--- src/rtl/uart_rx_fifo.sv ---
// uart_rx_fifo
//   UART receiver with a runtime-programmable frame format and a
//   first-word-fall-through receive FIFO. The line is oversampled OVS times
//   per bit; each bit takes the majority of three samples around mid-bit.
//
// Ports
//   clock, reset_n          system clock, asynchronous active-low reset
//   data_tx                 serial line in (idle high, asynchronous)
//   baud_div                clocks per oversample tick minus 1
//   data_bits               00=5, 01=6, 10=7, 11=8 data bits
//   parity_type             00/11 none, 01 odd, 10 even
//   stop_bits               0 = one stop bit, 1 = two stop bits
//   rx_data/rx_perr/rx_ferr FIFO head word and its error flags (0 when empty)
//   rx_valid, rx_ready      FIFO head handshake
//   fifo_count              entries held
//   overrun, overrun_clr    sticky dropped-frame flag and its clear
//   active_flag             high while a frame is being received
//   done_flag               one-cycle pulse per completed frame
//   break_det               only with RX_BREAK_DETECT_EN: break seen, cleared
//                           by the first synchronised high level of the line
//
// Build option
//   RX_BREAK_DETECT_EN      when defined, all-zero frames are reported on
//                           break_det instead of being written to the FIFO.
module uart_rx_fifo #(
    parameter int unsigned DATA_W     = 8,
    parameter int unsigned DIV_W      = 16,
    parameter int unsigned OVS        = 16,
    parameter int unsigned FIFO_DEPTH = 16
) (
    input  logic                        clock,
    input  logic                        reset_n,
    input  logic                        data_tx,
    input  logic [DIV_W-1:0]            baud_div,
    input  logic [1:0]                  data_bits,
    input  logic [1:0]                  parity_type,
    input  logic                        stop_bits,
    output logic [DATA_W-1:0]           rx_data,
    output logic                        rx_perr,
    output logic                        rx_ferr,
    output logic                        rx_valid,
    input  logic                        rx_ready,
    output logic [$clog2(FIFO_DEPTH):0] fifo_count,
    output logic                        overrun,
    input  logic                        overrun_clr,
    output logic                        active_flag,
`ifdef RX_BREAK_DETECT_EN
    output logic                        break_det,
`endif
    output logic                        done_flag
);

    localparam int unsigned OW = $clog2(OVS);
    localparam int unsigned AW = $clog2(FIFO_DEPTH);
    localparam int unsigned WW = DATA_W + 2;
    localparam logic [OW-1:0] SMP_A = OW'(OVS/2 - 1);
    localparam logic [OW-1:0] SMP_B = OW'(OVS/2);
    localparam logic [OW-1:0] SMP_C = OW'(OVS/2 + 1);
    localparam logic [OW-1:0] LAST  = OW'(OVS - 1);

    typedef enum logic [2:0] {S_IDLE, S_START, S_DATA, S_PARITY, S_STOP} state_e;

    state_e             state_q, state_d;
    logic [1:0]         sync_q;
    logic               rx_s;
    logic [DIV_W-1:0]   tick_cnt_q;
    logic               tick;
    logic [OW-1:0]      os_cnt_q, os_cnt_d;
    logic [1:0]         smp_q, smp_d;
    logic [2:0]         bit_cnt_q, bit_cnt_d;
    logic               stop2_q, stop2_d;
    logic [7:0]         data_q, data_d;
    logic               perr_q, perr_d;
    logic               ferr_q, ferr_d;
    logic               armed_q, armed_d;
    logic [1:0]         cfg_bits_q, cfg_bits_d;
    logic [1:0]         cfg_par_q, cfg_par_d;
    logic               cfg_stop_q, cfg_stop_d;
    logic               start_edge, done, push, maj, at_mid, at_end;
    logic               par_en, final_stop, ferr_fin;
    logic [2:0]         last_bit;

    // Two-stage synchroniser preset high so reset never looks like a start bit.
    always_ff @(posedge clock or negedge reset_n) begin
        if (!reset_n) sync_q <= 2'b11;
        else          sync_q <= {sync_q[0], data_tx};
    end
    assign rx_s = sync_q[1];

    // Tick counter is reloaded on the start edge so bit timing is edge-aligned.
    assign tick = (tick_cnt_q == '0);
    always_ff @(posedge clock or negedge reset_n) begin
        if (!reset_n)                 tick_cnt_q <= '0;
        else if (start_edge || tick)  tick_cnt_q <= baud_div;
        else                          tick_cnt_q <= tick_cnt_q - DIV_W'(1);
    end

    assign maj        = (smp_q[0] & smp_q[1]) | (smp_q[0] & rx_s) | (smp_q[1] & rx_s);
    assign at_mid     = tick && (os_cnt_q == SMP_C);
    assign at_end     = tick && (os_cnt_q == LAST);
    assign par_en     = (cfg_par_q == 2'b01) || (cfg_par_q == 2'b10);
    assign last_bit   = {1'b0, cfg_bits_q} + 3'd4;
    assign final_stop = stop2_q || !cfg_stop_q;

    always_comb begin
        state_d    = state_q;
        os_cnt_d   = os_cnt_q;
        smp_d      = smp_q;
        bit_cnt_d  = bit_cnt_q;
        stop2_d    = stop2_q;
        data_d     = data_q;
        perr_d     = perr_q;
        ferr_d     = ferr_q;
        armed_d    = armed_q;
        cfg_bits_d = cfg_bits_q;
        cfg_par_d  = cfg_par_q;
        cfg_stop_d = cfg_stop_q;
        start_edge = 1'b0;
        done       = 1'b0;
        ferr_fin   = ferr_q;

        if (tick && state_q != S_IDLE)
            os_cnt_d = (os_cnt_q == LAST) ? '0 : os_cnt_q + OW'(1);
        if (tick && os_cnt_q == SMP_A) smp_d[0] = rx_s;
        if (tick && os_cnt_q == SMP_B) smp_d[1] = rx_s;

        case (state_q)
            S_IDLE: begin
                if (!armed_q) begin
                    armed_d = rx_s;
                end else if (!rx_s) begin
                    start_edge = 1'b1;
                    state_d    = S_START;
                    armed_d    = 1'b0;
                    os_cnt_d   = '0;
                    bit_cnt_d  = '0;
                    stop2_d    = 1'b0;
                    data_d     = '0;
                    perr_d     = 1'b0;
                    ferr_d     = 1'b0;
                    cfg_bits_d = data_bits;
                    cfg_par_d  = parity_type;
                    cfg_stop_d = stop_bits;
                end
            end
            S_START: begin
                if (at_mid && maj) state_d = S_IDLE;
                else if (at_end)   state_d = S_DATA;
            end
            S_DATA: begin
                if (at_mid) data_d[bit_cnt_q] = maj;
                if (at_end) begin
                    if (bit_cnt_q == last_bit) state_d = par_en ? S_PARITY : S_STOP;
                    else                       bit_cnt_d = bit_cnt_q + 3'd1;
                end
            end
            S_PARITY: begin
                // Odd parity flags an even total, even parity an odd total.
                if (at_mid) perr_d = (^data_q) ^ maj ^ (cfg_par_q == 2'b01);
                if (at_end) state_d = S_STOP;
            end
            S_STOP: begin
                if (at_mid) begin
                    ferr_fin = ferr_q | ~maj;
                    if (final_stop) begin
                        done    = 1'b1;
                        state_d = S_IDLE;
                    end else begin
                        ferr_d = ferr_fin;
                    end
                end else if (at_end) begin
                    stop2_d = 1'b1;
                end
            end
            default: state_d = S_IDLE;
        endcase
    end

    always_ff @(posedge clock or negedge reset_n) begin
        if (!reset_n) begin
            state_q    <= S_IDLE;
            os_cnt_q   <= '0;
            smp_q      <= '0;
            bit_cnt_q  <= '0;
            stop2_q    <= 1'b0;
            data_q     <= '0;
            perr_q     <= 1'b0;
            ferr_q     <= 1'b0;
            armed_q    <= 1'b0;
            cfg_bits_q <= '0;
            cfg_par_q  <= '0;
            cfg_stop_q <= 1'b0;
        end else begin
            state_q    <= state_d;
            os_cnt_q   <= os_cnt_d;
            smp_q      <= smp_d;
            bit_cnt_q  <= bit_cnt_d;
            stop2_q    <= stop2_d;
            data_q     <= data_d;
            perr_q     <= perr_d;
            ferr_q     <= ferr_d;
            armed_q    <= armed_d;
            cfg_bits_q <= cfg_bits_d;
            cfg_par_q  <= cfg_par_d;
            cfg_stop_q <= cfg_stop_d;
        end
    end

    assign done_flag   = done;
    assign active_flag = (state_q != S_IDLE);

`ifdef RX_BREAK_DETECT_EN
    logic one_q, is_break, brk_q;
    // Tracks any 1 among data, parity and first stop bit of the current frame.
    always_ff @(posedge clock or negedge reset_n) begin
        if (!reset_n)        one_q <= 1'b0;
        else if (start_edge) one_q <= 1'b0;
        else if (at_mid && maj && (state_q == S_DATA || state_q == S_PARITY ||
                                   (state_q == S_STOP && !stop2_q)))
            one_q <= 1'b1;
    end
    assign is_break = !(one_q || (maj && state_q == S_STOP && !stop2_q));
    always_ff @(posedge clock or negedge reset_n) begin
        if (!reset_n)              brk_q <= 1'b0;
        else if (done && is_break) brk_q <= 1'b1;
        else if (rx_s)             brk_q <= 1'b0;
    end
    assign break_det = brk_q;
    assign push      = done && !is_break;
`else
    assign push      = done;
`endif

    logic [WW-1:0] mem_q [FIFO_DEPTH];
    logic [AW:0]   wptr_q, rptr_q, count;
    logic [WW-1:0] head, wdata;
    logic          full, pop, wr_en, drop, ovr_q;

    assign count = wptr_q - rptr_q;
    assign full  = (count == (AW+1)'(FIFO_DEPTH));
    assign pop   = rx_valid && rx_ready;
    assign wr_en = push && (!full || pop);
    assign drop  = push && full && !pop;
    assign wdata = {ferr_fin, perr_q, data_q[DATA_W-1:0]};

    always_ff @(posedge clock) begin
        if (wr_en) mem_q[wptr_q[AW-1:0]] <= wdata;
    end

    always_ff @(posedge clock or negedge reset_n) begin
        if (!reset_n) begin
            wptr_q <= '0;
            rptr_q <= '0;
            ovr_q  <= 1'b0;
        end else begin
            if (wr_en) wptr_q <= wptr_q + (AW+1)'(1);
            if (pop)   rptr_q <= rptr_q + (AW+1)'(1);
            if (drop)             ovr_q <= 1'b1;
            else if (overrun_clr) ovr_q <= 1'b0;
        end
    end

    assign head       = mem_q[rptr_q[AW-1:0]];
    assign rx_valid   = (count != '0);
    assign {rx_ferr, rx_perr, rx_data} = rx_valid ? head : '0;
    assign fifo_count = count;
    assign overrun    = ovr_q;

endmodule

--- config.mk ---
export PLATFORM = sky130hd
export DESIGN_NAME = uart_rx_fifo
export DESIGN_NICKNAME = d
export VERILOG_FILES = /design/src/rtl/uart_rx_fifo.sv
export SDC_FILE = /design/constraint.sdc
export NUM_CORES = 1
export LEC_CHECK = 0
export ABC_AREA = 1
export CAP_MARGIN = 25
export CELL_PAD_IN_SITES_DETAIL_PLACEMENT = 0
export CELL_PAD_IN_SITES_GLOBAL_PLACEMENT = 1
export CORE_AREA = 2 2 171 173
export DETAILED_ROUTE_END_ITERATION = 8
export DIE_AREA = 0 0 173 175
export DONT_BUFFER_PORTS = 1
export MAX_ROUTING_LAYER = met4
export PLACE_DENSITY = 0.69
export SETUP_SLACK_MARGIN = 0.1
export SLEW_MARGIN = 20
export SYNTH_ARGS = -nofsm -noshare
export SYNTH_HDL_FRONTEND = slang
export SYNTH_SLANG_ARGS = --single-unit
--- constraint.sdc ---
create_clock -name clock -period 4.7 [get_ports clock]
set_input_delay 0.705 -clock clock [delete_from_list [all_inputs] [get_ports clock]]
set_output_delay 0.705 -clock clock [all_outputs]
set_load 0.01 [all_outputs]
==> reports/qor.yml <==
run_status:
  status: "finished clean"
final_layout:
  final_nets: 992
  seq_area_um2: 6260
  layout_common_cells: "257 x nand2_1, 160 x edfxtp_1, 74 x a21oi_1"
  nFillCells: 2815
  area_growth_pct: 13.2
  layout_commonest_cell: "nand2_1"
  layout-drive-gt1-share_pct: 9.50
  final_core_util_pct: 39.4
  multiInputGateArea_um2: 3230
pwr:
  power_frac_clock_pct: 30.9
  power_density_nw_per_um2: 537
  intPower_mw: 3.83
  p_sw_mw: 2.17
  finalPower_mw: 6.00
  p_seq_share_pct: 38.8
  share_comb_of_total_power_pct: 30.3
  switching_share_pct: 36.2
  p_leak_nw: 4.47
  ir_drop_v: 0.000287
logic_synthesis:
  avgSynthCellArea_um2: 10.5
  yosys_register_bits: 218
  syn-num-nets: 980
  ys_types: 43
  syn_inst: 937
  ys_async_sr_fraction_pct: 26.6
  yosys_warnings: 0
  synthesis.area_um2: 9870
  ys_dominant_reg_cell: "edfxtp_1"
  ys_seq_area_share_pct: 63.4
  synth_edf_count: 160
critical_path:
  endpoint_kind: "primary output"
  cp_data_arrival_time_ps: 3540
  critPathKind: "register to primary output"
  r2r_slack_ps: 1360
  worstRegToRegCells: 10
  cp_data_required_time_ps: 3990
  start_kind: "register"
  critical_path.max_fanout: 14
sta:
  clock_skew_ps: 20.2
  tns_ps: 0
  rsz0062_at_grt: "no"
  fin_ws_ps: 457
  max_slew.worst_pin.slew_ps: 1060
  layout_min_cycle_time_ps: 4240
  drv_slew: 0
  clock.fmax_ghz: 0.236
  slew_headroom_pct: 29.3
  timing.final.crit_share_pct: 90.3
  hold_viol_final: 0
  setup_violations: 0
grt:
  antenna_found_initial: 0
  met2_usage_pct: 27.3
  grt.busiest_layer: "met2"
  grt_max_degree: 67
  grt_overflow: 0
  grtUsageMet1_pct: 21.1
  grt_pass1_vias: 6495
  gr-usage-all-layers_pct: 16.4
  met3_usage_pct: 2.44
  grt_pass1_wl_um: 37500
floorplan:
  die-area_um2: 30300
  start_util_pct: 34.8
  core-area_um2: 28400
  num_io_pins: 45
  rows: 62
  die_h_um: 175
  fp.dieW_um: 173
flow_run:
  maxCapViolations: 0
drt:
  drtIter0Drc: 453
  routedWlPerCell_um: 17.6
  first_pass_iters: 5
  final_antenna_net_count: 0
  num_vias: 6674
  vias_per_cell: 4.93
  wl_um: 23800
  drc: 0
cts:
  clockRootBuffer: "clkbuf_16"
  cts.sinks: 218
  clk_latency_ps: 530
  cts_buffers: 25
  postCtsSetupBuffers: 0
  clock_path_buffers: 3
  path_clk_slew_ps: 60
  htreeDepth: 1
  cts_tree: "done"
place:
  gp_congestion: 0.836
  portBuffers: 0
  dp_hpwl_um: 14800
  place_ws_ps: 959
worst_hold_path:
  hold_class: "primary input to async pin"
[state kept, by name, summed over array words and instances, names as in the netlist]
name	count
bit_cnt_q	3
cfg_par_q	2
data_q	8
armed_q	1
wptr_q	5
cfg_bits_q	2
cfg_stop_q	1
ferr_q	1
mem_q	160
os_cnt_q	4
sync_q	2
smp_q	2
overrun	1
stop2_q	1
perr_q	1
state_q	3
tick_cnt_q	16
rptr_q	5
[logic make-up (layout without fill, tap and decap cells)]
logic type | count (synthesis) | in the layout | synth area share (%)
simple gates | 418 | 418 | 18.5
other cells | 0 | 1 | 0
xor+xnor | 30 | 30 | 2.66
flops | 218 | 218 | 63.4
compound gates | 157 | 157 | 9.36
buf+inv | 97 | 128 | 3.85
fa+ha+maj | 17 | 17 | 2.23
[critical path: stages, from the launching register on]
cell and delay, ps:
dfrtp_1 570, inv_1 320, ha_1 420, a21oi_1 190, nand3_1 90, nand2_1 160, nor2_1 100, nand2_1 260
clkinv_1 480, nor2_1 410
[layout make-up]
type	count	share of cell area [%]
flip-flops and latches	218	56.0
repair buffers	23	1.72
well taps	384	4.30
diodes	1	0.0224
clock inverters	19	1.33
clock buffers	27	5.67
inverters	59	2.03
multi-input cells	622	28.9
[metrics by stage]
stage / area (µm²) / hold WS, ps / instances
finish: 11200 / 30.8 / 1353
global route: 11200 / 3.03 / 1352
CTS: 11200 / 1.07 / 1352
detailed placement: 10400 / 351 / 1305
global placement: 10400 / 346 / 1305
floorplan: 9870 / 345 / 937
[power groups by stage]
stage               clock network [mW]  logic, mW  registers [mW]
finish                            1.85       1.82            2.33
global route                      1.98       2.06            2.36
CTS                               1.90       1.85            2.33
detailed placement                   0       1.83            2.37
global placement                     0       1.81            2.37
floorplan                            0       1.39            2.31
[cell usage after synthesis (2+ instances only)]
cell / number / area (µm²)
o21ai_1: 2 / 10.0
dfrtp_1: 56 / 1400
a22oi_1: 16 / 120
nor3_1: 24 / 120
a21oi_1: 74 / 370
o21ai_0: 40 / 200
nand2_1: 257 / 965
clkbuf_1: 29 / 109
buf_1: 5 / 18.8
xor2_1: 14 / 123
or2_2: 2 / 12.5
edfxtp_1: 160 / 4800
inv_2: 3 / 11.3
nand4_1: 5 / 31.3
nor2_1: 43 / 161
and3_1: 2 / 12.5
ha_1: 16 / 200
dfstp_2: 2 / 52.6
inv_1: 53 / 199
a22o_1: 12 / 105
nand2_2: 2 / 12.5
buf_2: 3 / 15.0
xnor2_1: 16 / 140
nor2_4: 3 / 33.8
nand3_1: 62 / 310
clkinv_1: 2 / 7.51
nand2_4: 2 / 22.5
nor2_2: 7 / 43.8
nor3_2: 4 / 40.0
a32o_1: 8 / 80.1
[timing repair]
action / in CTS / in global routing
hold buffers: 1 / 0
endpoints found under the hold margin: 56 / 0
setup endpoints to repair: 0 / 0
gates resized for setup: 0 / 0
[routing by layer]
metal,vias to the layer above,share of wire [%],wire (µm)
met2,162,48,11500
li1,3282,-,-
met3,36,5.0,1200
met5,-,0,0
met1,3194,44,10500
met4,0,2.3,540
[worst paths after layout]
kind                            from           to
min in group clock           data_tx    sync_q[0]
hold reg to reg            sync_q[0]    sync_q[1]
hold / removal               reset_n    sync_q[0]
setup / recovery           rptr_q[2]   rx_data[0]
setup reg to reg           rptr_q[2]  mem_q[2][9]
max in group asynchronous    reset_n    rptr_q[0]
Power figures use the tool's default switching activity.
